File: src/rtl/write_access_arbiter.sv
// Round-robin write arbiter for four requesters with per-module address windows,
// violation alert record and threshold lockout. One write per IDLE->CHECK->COMMIT pass.
module write_access_arbiter #(
  parameter int ADDR_W      = 4,
  parameter int DATA_W      = 4,
  parameter int LOCK_THRESH = 3
) (
  input  logic                  clk,
  input  logic                  rst,
  input  logic [3:0]            req_valid,
  input  logic [4*ADDR_W-1:0]   req_addr,
  input  logic [4*DATA_W-1:0]   req_data,
  output logic [3:0]            req_ready,
  input  logic                  cfg_we,
  input  logic [1:0]            cfg_id,
  input  logic [ADDR_W-1:0]     cfg_lo,
  input  logic [ADDR_W-1:0]     cfg_hi,
  input  logic                  cfg_en,
  output logic                  mem_we,
  output logic [ADDR_W-1:0]     mem_addr,
  output logic [DATA_W-1:0]     mem_data,
  output logic                  alert_valid,
  output logic [1:0]            alert_id,
  output logic [ADDR_W-1:0]     alert_addr,
  output logic [DATA_W-1:0]     alert_data,
  output logic                  alert_overflow,
  input  logic                  alert_ack,
  output logic [3:0]            locked
);

  typedef enum logic [1:0] {IDLE, CHECK, COMMIT} state_t;

  localparam logic [2:0] THR = 3'(LOCK_THRESH);

  state_t              state_q;
  logic [1:0]          rr_q;
  logic [1:0]          id_q;
  logic [ADDR_W-1:0]   addr_q;
  logic [DATA_W-1:0]   data_q;
  logic                auth_q;
  logic [2:0]          cnt_q [4];
  logic [3:0]          locked_q;
  logic [ADDR_W-1:0]   lo_q [4];
  logic [ADDR_W-1:0]   hi_q [4];
  logic [3:0]          en_q;
  logic                mem_we_q;
  logic [ADDR_W-1:0]   mem_addr_q;
  logic [DATA_W-1:0]   mem_data_q;
  logic                alert_valid_q;
  logic [1:0]          alert_id_q;
  logic [ADDR_W-1:0]   alert_addr_q;
  logic [DATA_W-1:0]   alert_data_q;
  logic                alert_ovf_q;

  logic [3:0]          grant;
  logic [1:0]          win;
  logic                found;
  logic [ADDR_W-1:0]   sel_addr;
  logic [DATA_W-1:0]   sel_data;
  logic                in_win;
  logic                viol;

  // Search starts one past the last winner so every requester gets a turn.
  always_comb begin
    grant = '0;
    win   = rr_q;
    found = 1'b0;
    for (int k = 1; k <= 4; k++) begin
      logic [1:0] idx;
      idx = rr_q + k[1:0];
      if (!found && req_valid[idx] && !locked_q[idx]) begin
        found = 1'b1;
        win   = idx;
      end
    end
    if (state_q == IDLE && found) grant[win] = 1'b1;
    sel_addr = req_addr[win*ADDR_W +: ADDR_W];
    sel_data = req_data[win*DATA_W +: DATA_W];
  end

  assign in_win = en_q[id_q] && (lo_q[id_q] <= addr_q) && (addr_q <= hi_q[id_q]);
  assign viol   = (state_q == CHECK) && !in_win;

  always_ff @(posedge clk) begin
    if (rst) begin
      state_q       <= IDLE;
      rr_q          <= 2'd3;
      id_q          <= '0;
      addr_q        <= '0;
      data_q        <= '0;
      auth_q        <= 1'b0;
      locked_q      <= '0;
      en_q          <= 4'b0110;
      mem_we_q      <= 1'b0;
      mem_addr_q    <= '0;
      mem_data_q    <= '0;
      alert_valid_q <= 1'b0;
      alert_id_q    <= '0;
      alert_addr_q  <= '0;
      alert_data_q  <= '0;
      alert_ovf_q   <= 1'b0;
      for (int i = 0; i < 4; i++) begin
        cnt_q[i] <= '0;
        lo_q[i]  <= '0;
        hi_q[i]  <= '0;
      end
      lo_q[1] <= ADDR_W'('hA);
      hi_q[1] <= ADDR_W'('hA);
      lo_q[2] <= ADDR_W'('hC);
      hi_q[2] <= ADDR_W'('hC);
    end else begin
      mem_we_q   <= 1'b0;
      mem_addr_q <= '0;
      mem_data_q <= '0;

      case (state_q)
        IDLE: begin
          if (found) begin
            id_q    <= win;
            addr_q  <= sel_addr;
            data_q  <= sel_data;
            rr_q    <= win;
            state_q <= CHECK;
          end
        end
        CHECK: begin
          auth_q  <= in_win;
          state_q <= COMMIT;
          if (in_win) begin
            mem_we_q   <= 1'b1;
            mem_addr_q <= addr_q;
            mem_data_q <= data_q;
          end
        end
        COMMIT: begin
          state_q <= IDLE;
          if (!auth_q && cnt_q[id_q] < THR) begin
            cnt_q[id_q] <= cnt_q[id_q] + 3'd1;
            if (cnt_q[id_q] + 3'd1 == THR) locked_q[id_q] <= 1'b1;
          end
        end
        default: state_q <= IDLE;
      endcase

      // An ack in the same cycle as a new violation frees the slot for it.
      if (viol && (!alert_valid_q || alert_ack)) begin
        alert_valid_q <= 1'b1;
        alert_id_q    <= id_q;
        alert_addr_q  <= addr_q;
        alert_data_q  <= data_q;
        alert_ovf_q   <= 1'b0;
      end else if (viol) begin
        alert_ovf_q <= 1'b1;
      end else if (alert_ack) begin
        alert_valid_q <= 1'b0;
        alert_id_q    <= '0;
        alert_addr_q  <= '0;
        alert_data_q  <= '0;
        alert_ovf_q   <= 1'b0;
      end

      // Reprogramming an entry also forgives that module's history.
      if (cfg_we) begin
        lo_q[cfg_id]     <= cfg_lo;
        hi_q[cfg_id]     <= cfg_hi;
        en_q[cfg_id]     <= cfg_en;
        cnt_q[cfg_id]    <= '0;
        locked_q[cfg_id] <= 1'b0;
      end
    end
  end

  assign req_ready      = grant;
  assign mem_we         = mem_we_q;
  assign mem_addr       = mem_addr_q;
  assign mem_data       = mem_data_q;
  assign alert_valid    = alert_valid_q;
  assign alert_id       = alert_id_q;
  assign alert_addr     = alert_addr_q;
  assign alert_data     = alert_data_q;
  assign alert_overflow = alert_ovf_q;
  assign locked         = locked_q;

endmodule

File: config.mk
export PLATFORM = sky130hd
export DESIGN_NAME = write_access_arbiter
export DESIGN_NICKNAME = d
export VERILOG_FILES = /design/src/rtl/write_access_arbiter.sv
export SDC_FILE = /design/constraint.sdc
export NUM_CORES = 1
export LEC_CHECK = 0
export ABC_AREA = 1
export CAP_MARGIN = 25
export CORE_MARGIN = 5
export CORE_UTILIZATION = 35
export DETAILED_ROUTE_END_ITERATION = 10
export PLACE_DENSITY_LB_ADDON = 0.08
export REMOVE_ABC_BUFFERS = 1
export SLEW_MARGIN = 20
export SYNTH_ARGS = -nofsm -noshare
export SYNTH_HDL_FRONTEND = slang
export SYNTH_SLANG_ARGS = --single-unit
File: constraint.sdc
create_clock -name clk -period 2.2 [get_ports clk]
set_input_delay 0.44 -clock clk [delete_from_list [all_inputs] [get_ports clk]]
set_output_delay 0.44 -clock clk [all_outputs]
set_load 0.005 [all_outputs]
; ---- Yosys cells after proc, flatten, opt, wreduce, memory -nomap -nowiden
; Memory sizes are Yosys's and may differ from the RTL's. A register that Yosys moved wholly into a read port is not among the register bits.
; Index checks and enable logic that the tools add are counted.
[classes]
eq_ne = 5
n_reduce_logical = 39
n_addsub = 4
mux = 84
magnitude_cmp = 13
shift = 2
bitwise = 9
[op_table]
columns = operator, count
row1 = 4-bit two-way mux, 16
row2 = 2-bit two-way mux, 18
row3 = 1-bit two-way mux, 34
row4 = 16-bit by 5-bit variable part select with 4-bit output, 2
row5 = "2-bit by 3-bit < comparator with 1-bit output, second input constant", 7
row6 = 1-bit binary-select mux with 2-bit select, 9
row7 = 1-bit logical AND, 16
row8 = 1-bit logical NOT, 10
row9 = 3-bit OR reduction, 3
row10 = 4-bit <= comparator, 2
row11 = 4-bit OR reduction, 2
row12 = 1-bit demux with 2-bit select, 3
row13 = "2-bit by 1-bit greater-or-equal comparator with 1-bit output, second input constant", 3
row14 = 3-bit two-way mux, 2
row15 = "2-bit adder, second input constant", 2
row16 = 4-bit AND, 1
row17 = 4-bit bitwise mux, 1
row18 = 4-bit inverter, 1
row19 = 1-bit OR, 4
row20 = 4-bit OR, 1
row21 = 2-bit case mux with 2 select lines, 1
row22 = 2-bit AND reduction, 2
row23 = 2-bit nonzero test, 2
row24 = 2-bit OR reduction, 2
row25 = 11 further kinds, 12
[word_totals]
regBits = 44
mem_count = 3
out_inout_bits = 29
inputBits = 51
mem_bits_rw = 44
elab_cells = 175
[mem_list]
columns = memory, depth, word_bits, read_ports, rd_clocked_by_memory_dff, wr, line
row1 = hi_q, 4, 4, 1, 1, 4, 44  ; logic [ADDR_W-1:0] hi_q [4];
row2 = lo_q, 4, 4, 1, 1, 4, 43  ; logic [ADDR_W-1:0] lo_q [4];
row3 = cnt_q, 4, 3, 1, 1, 4, 41  ; logic [2:0] cnt_q [4];

; ---- Longest topological paths before layout
; Gate-level depths: netlist of the first run.
[logic_depth]
word_depth = 23
depth_mapped = 17
mapped_depth_nobuf = 15

; ---- Worst setup path before layout of the first run
; No wires, ideal clock.
[synth_path]
path_kind = register -> register
start = register with a tool-made name
end = register alert_addr_q[1], in the netlist alert_addr[1]
required_ns = 2.130
path_stages_with_launch = 14
path_slack_ns = -0.253
period_less_slack_ns = 2.453
setup_time_ns = 0.070
path_buffers = 3
arrival_time_ns = 2.383
cell_sequence = dfxtp_1 -> buf_2 -> clkbuf_1 -> a21oi_1 -> a32o_1 -> ha_1 -> a21oi_1 -> o211ai_1 -> o21ai_0 -> nand3_1 -> nand3_1 -> buf_2 -> nand3_1 -> a21oi_1
[synth_rtl]
columns = element, line
row1 = end signal: assignment, 149  ; alert_addr_q <= addr_q;
row2 = end: declaration, 51  ; logic [ADDR_W-1:0] alert_addr_q;

; ---- Final worst setup path of the first run
[layout_path]
start = register rr_q[0]
end = output port req_ready[3]
[layout_via]
elab_chain_cells = 23
word_cells_on_any_way = 48
classes_between = add/sub: 3 / order compare: 2 / mux: 27 / reduce/logical: 16
[layout_lines]
columns = element, line
row1 = start: declaration, 36  ; logic [1:0] rr_q;
row2 = start signal: assignment, 122  ; rr_q <= win;
row3 = 2-bit by 1-bit adder with 2-bit output, 70  ; idx = rr_q + k[1:0];
row4 = 1-bit binary-select mux with 2-bit select, 71  ; if (!found && req_valid[idx] && !locked_q[idx]) begin
row5 = 1-bit two-way mux (implied by the code), 71
row6 = 1-bit logical NOT, 71
row7 = 1-bit logical AND, 71
row8 = 1-bit two-way mux, 71
row9 = 1-bit logical NOT, 71
row10 = 1-bit logical AND (2 in a row), 71
row11 = (+5 left out), n/a
row12 = 1-bit logical NOT, 71
row13 = 1-bit logical AND (2 in a row), 71
row14 = 2-bit two-way mux, 71
row15 = 2-bit by 3-bit < comparator with 1-bit output (implied by the code) / 2-bit by 1-bit greater-or-equal comparator with 1-bit output (equally long branches), 76  ; if (state_q == IDLE && found) grant[win] = 1'b1;
row16 = 1-bit logical AND (implied by the code), 76
row17 = 1-bit two-way mux (implied by the code), 76
row18 = 1-bit demux with 2-bit select, 76
row19 = 4-bit two-way mux (*), 76
row20 = end: declaration, 13  ; output logic [3:0] req_ready,
; Mark *: on every way between the ends. The rest lies on a longest branch, timed or not. The select of a mux whose other input is x is not followed.

==> results.ini, run 1 <==
[outcome]
status = finished, violations left
violations = negative setup slack

[timing]
setup_tns_ns = -0.878
rsz0062_at_grt = yes
relSlewSlack_pct = 71.1
setup_ws_ns = -0.0766
slew_viol_final = 0
hold_viol = 0
worst-slew-pin-transition_ns = 0.433
fin_crit_ns = 2.28
final-setup-viol-count = 22
finalCritPeriodShare_pct = 103
finClkSkew_ns = 0.0103
max_freq_ghz = 0.439

[logic_synthesis]
synth_area_per_cell_um2 = 7.70
synthDistinctLibCells = 32
yosys-top-cells-area = dfxtp_1, edfxtp_1, nand2_1
synth_cells = 572
synth_seq_cells = 90
synth_seq_area_share_pct = 48.2
yosysMostFrequentCell = nand2_1
yosysWarnings = 0
ys.flop_type = dfxtp_1
synth_common_cells = nand2_1, nor2_1, inv_1
synth_area_um2 = 4410
yosys.area.top_type_share_pct = 26.4
yosysTopAreaCell = dfxtp_1
synth_edf_count = 32
synthArstFlopShare_pct = 0

[floorplanning]
start_util_pct = 35.3
dieHeight_um = 122
rows = 41
io_pins = 80
die_width_um = 122
dieArea_um2 = 14900
core_um2 = 12500

[setup_path]
slowest_stage = dfxtp_4
start_kind = register
arrival_ns = 1.84
critPathCaptureType = output pin
r2r_cells = 12
crit_required_ns = 1.76
critical_path.most_common_cell = nand2_4
reg2reg_slack_ns = -0.07
cpPeakStageDelay_ns = 0.37
path_max_fanout = 8
critPathKind = reg2out
path_cells = buf_12 -> nand2_2 -> nand2_2 -> nand3_2 -> nand2_4 -> buf_6 -> inv_6 -> nand2_4 -> nand2_4 -> nand2_4 -> buf_6 -> nor2_1 -> buf_2
r2r-end = alert_addr[2]$_SDFFE_PP0P_

[final_layout]
drive_above_1_share_pct = 29.0
diodes = 0
fin_nets = 781
utilization_pct = 53.9
area_growth_pct = 52.5
nFillCells = 1165
final_cells = 897

[clock_tree]
clkSlewWorstSetupHoldPaths_ns = 0.07
numCtsBuffers = 9
clkSinkCount = 90
root_buffer = clkbuf_16
cts_tree = built
clockBufferDepth = 2
h-tree-depth = 3
holdBufCountCts = 0
clk_latency_ns = 0.34

[power_and_ir_drop]
p_leak_uw = 0.00282
cellPowerDensity_nw_per_um2 = 1250
peakVddDrop_uv = 529
power_uw = 8370

[placement]
hpwlAfterDp_um = 9840
port_buffers = 79
dp.cells = 864
place.gp.congestion = 0.880
dpl_worst_slack_ns = -0.623

[routing]
drt_iter0_drc = 257
drc = 0
detail-route-antenna-nets = 0
wl_met2_um = 6650
post_drt_wl_per_cell_um = 14.9
vias_per_cell = 4.75
first_pass_iters = 4
vias = 4263
highest_layer = met4
postRouteWirelength_um = 13400
wl_met3_um = 659
wl_met1_um = 5970

[worst_hold_path]
hp-class = reg2reg
min_from = data_q[0]$_SDFFE_PP0P_
hold_end = mem_data[0]$_SDFF_PP0_
worstHoldPathCells = 2

[global_route]
grt_pass1_vias = 4284
grt_pass1_wl_um = 21100
antenna_found_initial = 0
grt_max_degree = 18
grtUsageTotal_pct = 18.1
gr-total-overflow = 0

[run]
maxCapViolCount = 0

## registers in the layout (all words and copies together), names as in the netlist, named ones only
name,flops
addr_q,4
alert_addr,4
alert_data,4
alert_id,2
alert_overflow,1
alert_valid,1
auth_q,1
cnt_q,12
data_q,4
en_q,4
hi_q,16
id_q,2
lo_q,16
locked,4
mem_addr,4
mem_data,4
mem_we,1
rr_q,2
state_q,2
## final cells by class
type	instances	area [um^2]	area share [%]
Clock inverter	4	51.3	0.764
Multi-Input combinational cell	394	2380	35.4
Clock buffer	12	246	3.67
Tap cell	172	215	3.20
Inverter	70	290	4.32
Timing Repair Buffer	155	1400	20.9
Sequential cell	90	2130	31.7
## cells by family after synthesis
family	share of synthesized area, %
buffers and inverters	8.41
xor gates and xnor gates	0.199
AOI/OAI and AO/OA	11.4
DFF	48.2
adders and majority gates	2.84
and+or+nand+nor	28.9
## worst max-delay path, delay by kind of cell, from the launching register on
kind          cells  cell delay (ns)
flops             1             0.37
simple gates      8             0.55
buf+inv           5             0.56
## power breakdown
group / switching [uW] / internal [uW] / leakage, uW / total [uW]
sequential: 170 / 1970 / 0.000787 / 2140
clock: 619 / 913 / 0.000139 / 1530
combinational: 2600 / 2100 / 0.00189 / 4700
total: 3390 / 4980 / 0.00282 / 8370
## placed cells by master, fill, tap and decap left out, types with 8 or more instances in the layout
cell	netlist	routed
a21oi_1	35	30
buf_6	5	9
buf_4	0	64
nand3_4	0	8
nand3_1	47	30
dfxtp_1	58	54
o21ai_0	22	14
clkbuf_16	0	9
edfxtp_1	32	32
nor2_1	68	65
nand2_4	3	13
nand2_1	156	127
nand2_2	8	27
inv_1	59	55
nand3_2	4	13
clkdlybuf4s50_1	0	71
o21ai_1	8	12
## worst max-delay path by stage
stage,start,to
5_1_grt,rr_q[0]$_SDFFE_PP1P_,req_ready[2]
3_5_place_dp,req_valid[1],req_ready[0]
2_1_floorplan,register,alert_addr[1]$_SDFFE_PP0P_
6_report,rr_q[0]$_SDFFE_PP1P_,req_ready[3]
3_3_place_gp,req_valid[2],req_ready[0]
4_1_cts,rr_q[0]$_SDFFE_PP1P_,req_ready[3]
## routing by layer
layer / track usage, % / up-vias
li1: - / 2162
met1: 23.3 / 2008
met2: 30.9 / 85
met3: 3.71 / 8
met4: 5.04 / 0
met5: 0 / -
## what timing repair did
item / in CTS / in global routing
pin swaps: 40 / 37
setup endpoints to repair: 26 / 30
resized for setup: 99 / 65
setup buffers: 9 / 9
## through the flow
| stage | hold slack [ns] | area (um^2) |
|---|---|---|
| 3_3_place_gp | 0.413 | 5750 |
| 6_report | 0.429 | 6720 |
| 4_1_cts | 0.429 | 6380 |
| 2_1_floorplan | 0.408 | 4300 |
| 5_1_grt | 0.438 | 6720 |
| 3_5_place_dp | 0.417 | 5750 |
Power figures use the tool's default switching activity.
==> run 2, diff against run 1 <==
Settings changed: CTS_CLUSTER_SIZE set to 12.
==> results of run 2 <==
No change in the layout: final DEF, timing and power equal those of run 1.
==> run 3, diff against run 2 <==
Settings changed: CORE_ASPECT_RATIO set to 0.8, SKIP_CTS_REPAIR_TIMING set to 1.
==> results.ini, run 3 (synthesized netlist as in run 1, its figures left out) <==
[setup_path]
critPathTopFamily = simple AND/OR/NAND/NOR gates
start_kind = register
path_buf_inv = 2
path_cells = buf_12 -> nand2_4 -> nand2_4 -> nand3_4 -> nand2_4 -> nor2_4 -> nand2_4 -> nand2_4 -> nand2_4 -> nand2_4 -> nand2_4 -> nor2_4 -> clkbuf_2
r2r-end = alert_id[1]$_SDFFE_PP0P_
cpPeakStageDelay_ns = 0.37
critPathKind = reg2out
crit_required_ns = 1.76
critical_path.most_common_cell = nand2_4
arrival_ns = 1.87
reg2reg_slack_ns = -0.04
path_max_fanout = 7
critPathCaptureType = output pin
r2r_cells = 11
slowest_stage = dfxtp_4

[timing]
final-setup-viol-count = 13
fin_crit_ns = 2.31
slew_viol_final = 0
setup_ws_ns = -0.110
rsz0062_at_grt = yes
finClkSkew_ns = 0.00415
finalCritPeriodShare_pct = 105
relSlewSlack_pct = 72.5
hold_viol = 0
worst-slew-pin-transition_ns = 0.412
max_freq_ghz = 0.433

[clock_tree]
clkSlewWorstSetupHoldPaths_ns = 0.06
clockBufferDepth = 2
h-tree-depth = 3
cts_tree = built
root_buffer = clkbuf_16
clk_latency_ns = 0.34
clkSinkCount = 90
numCtsBuffers = 9

[worst_hold_path]
hold_end = mem_data[3]$_SDFF_PP0_
hp-class = reg2reg
worstHoldPathCells = 2
min_from = data_q[3]$_SDFFE_PP0P_

[run]
maxCapViolCount = 0

[floorplanning]
core_um2 = 12300
start_util_pct = 36.0
die_width_um = 135
dieArea_um2 = 14900
io_pins = 80
rows = 36
dieHeight_um = 110

[global_route]
grt_pass1_wl_um = 19300
gr-total-overflow = 0
antenna_found_initial = 0
grt_max_degree = 23
grtUsageTotal_pct = 16.6
grt_pass1_vias = 3872

[placement]
port_buffers = 79
place.gp.congestion = 0.916
post_dp_cell_area_um2 = 5700
hpwlAfterDp_um = 9220

[routing]
post_drt_wl_per_cell_um = 14.5
postRouteWirelength_um = 12600
drt_iter0_drc = 178
first_pass_iters = 8
vias_per_cell = 4.78
detail-route-antenna-nets = 0
vias = 4175
drc = 0

[power_and_ir_drop]
cellPowerDensity_nw_per_um2 = 1220
peakVddDrop_uv = 782
p_leak_uw = 0.00274

[final_layout]
fin_nets = 758
area_growth_pct = 46.6
drive_above_1_share_pct = 24.2
nFillCells = 1158
top_regs = hi_q (16), lo_q (16), cnt_q (12)
mostFrequentLayoutCell = nand2_1
utilization_pct = 52.7
design_area_um2 = 6460
diodes = 0
final_cell_mix = nand2_1, clkdlybuf4s50_1, nor2_1, inv_1, dfxtp_1

[outcome]
violations = negative setup slack
status = finished, violations left

run 3: cell type report:
class,count,area [um^2],area share [%]
multi-input combinational,394,2270,35.1
tap,171,214,3.31
timing repair inverter,1,7.51,0.116
inverter,70,279,4.32
clock buffer,11,253,3.91
sequential,90,2130,33.0
clock inverter,5,60.1,0.930
timing repair buffer,131,1240,19.3
run 3: worst max path at each step:
stage                     slack, ns                         end                  from  cells past startpoint
final                         -0.11                req_ready[3]  rr_q[0]$_SDFFE_PP1P_                     13
after global routing          -0.23    alert_id[1]$_SDFFE_PP0P_              register                     12
after CTS                     -0.56                req_ready[1]          req_valid[2]                     12
after detailed placement      -0.55                req_ready[1]          req_valid[2]                     12
after global placement        -0.52                req_ready[1]          req_valid[2]                     12
after floorplan               -0.40  alert_addr[1]$_SDFFE_PP0P_              register                     12
run 3: metal layers:
| layer | up-vias | part of all wire [%] | GRT usage, % |
|---|---|---|---|
| li1 | 2115 | - | - |
| met1 | 1963 | 47 | 22.2 |
| met2 | 83 | 47 | 27.3 |
| met3 | 14 | 4.4 | 3.90 |
| met4 | 0 | 1.4 | 4.46 |
| met5 | - | 0 | 0 |
run 3: worst reg2reg max path, delay by kind of cell, from the launching register on:
kind,cells,cell delay (ns)
adder cells (fa/ha/maj),1,0.28
flip-flops,1,0.39
AND/OR/NAND/NOR,4,0.40
buffers and inverters,2,0.39
AO/OA/AOI/OAI,4,0.68
run 3: metrics by stage:
step	TNS, ns	cells	total power [uW]	hold slack, ns	setup slack, ns
2_1_floorplan	-4.46	554	4060	0.408	-0.400
5_1_grt	-3.03	873	8440	0.461	-0.233
3_5_place_dp	-4.74	852	5430	0.415	-0.552
4_1_cts	-4.26	868	7040	0.427	-0.557
6_report	-0.487	873	7860	0.425	-0.110
3_3_place_gp	-3.73	852	5390	0.419	-0.518
run 3: where the power goes:
part,leakage (uW),internal (uW),total (uW),switching (uW)
Combinational,0.00180,1750,4120,2370
Sequential,0.000787,1970,2140,175
Clock,0.000149,947,1600,654
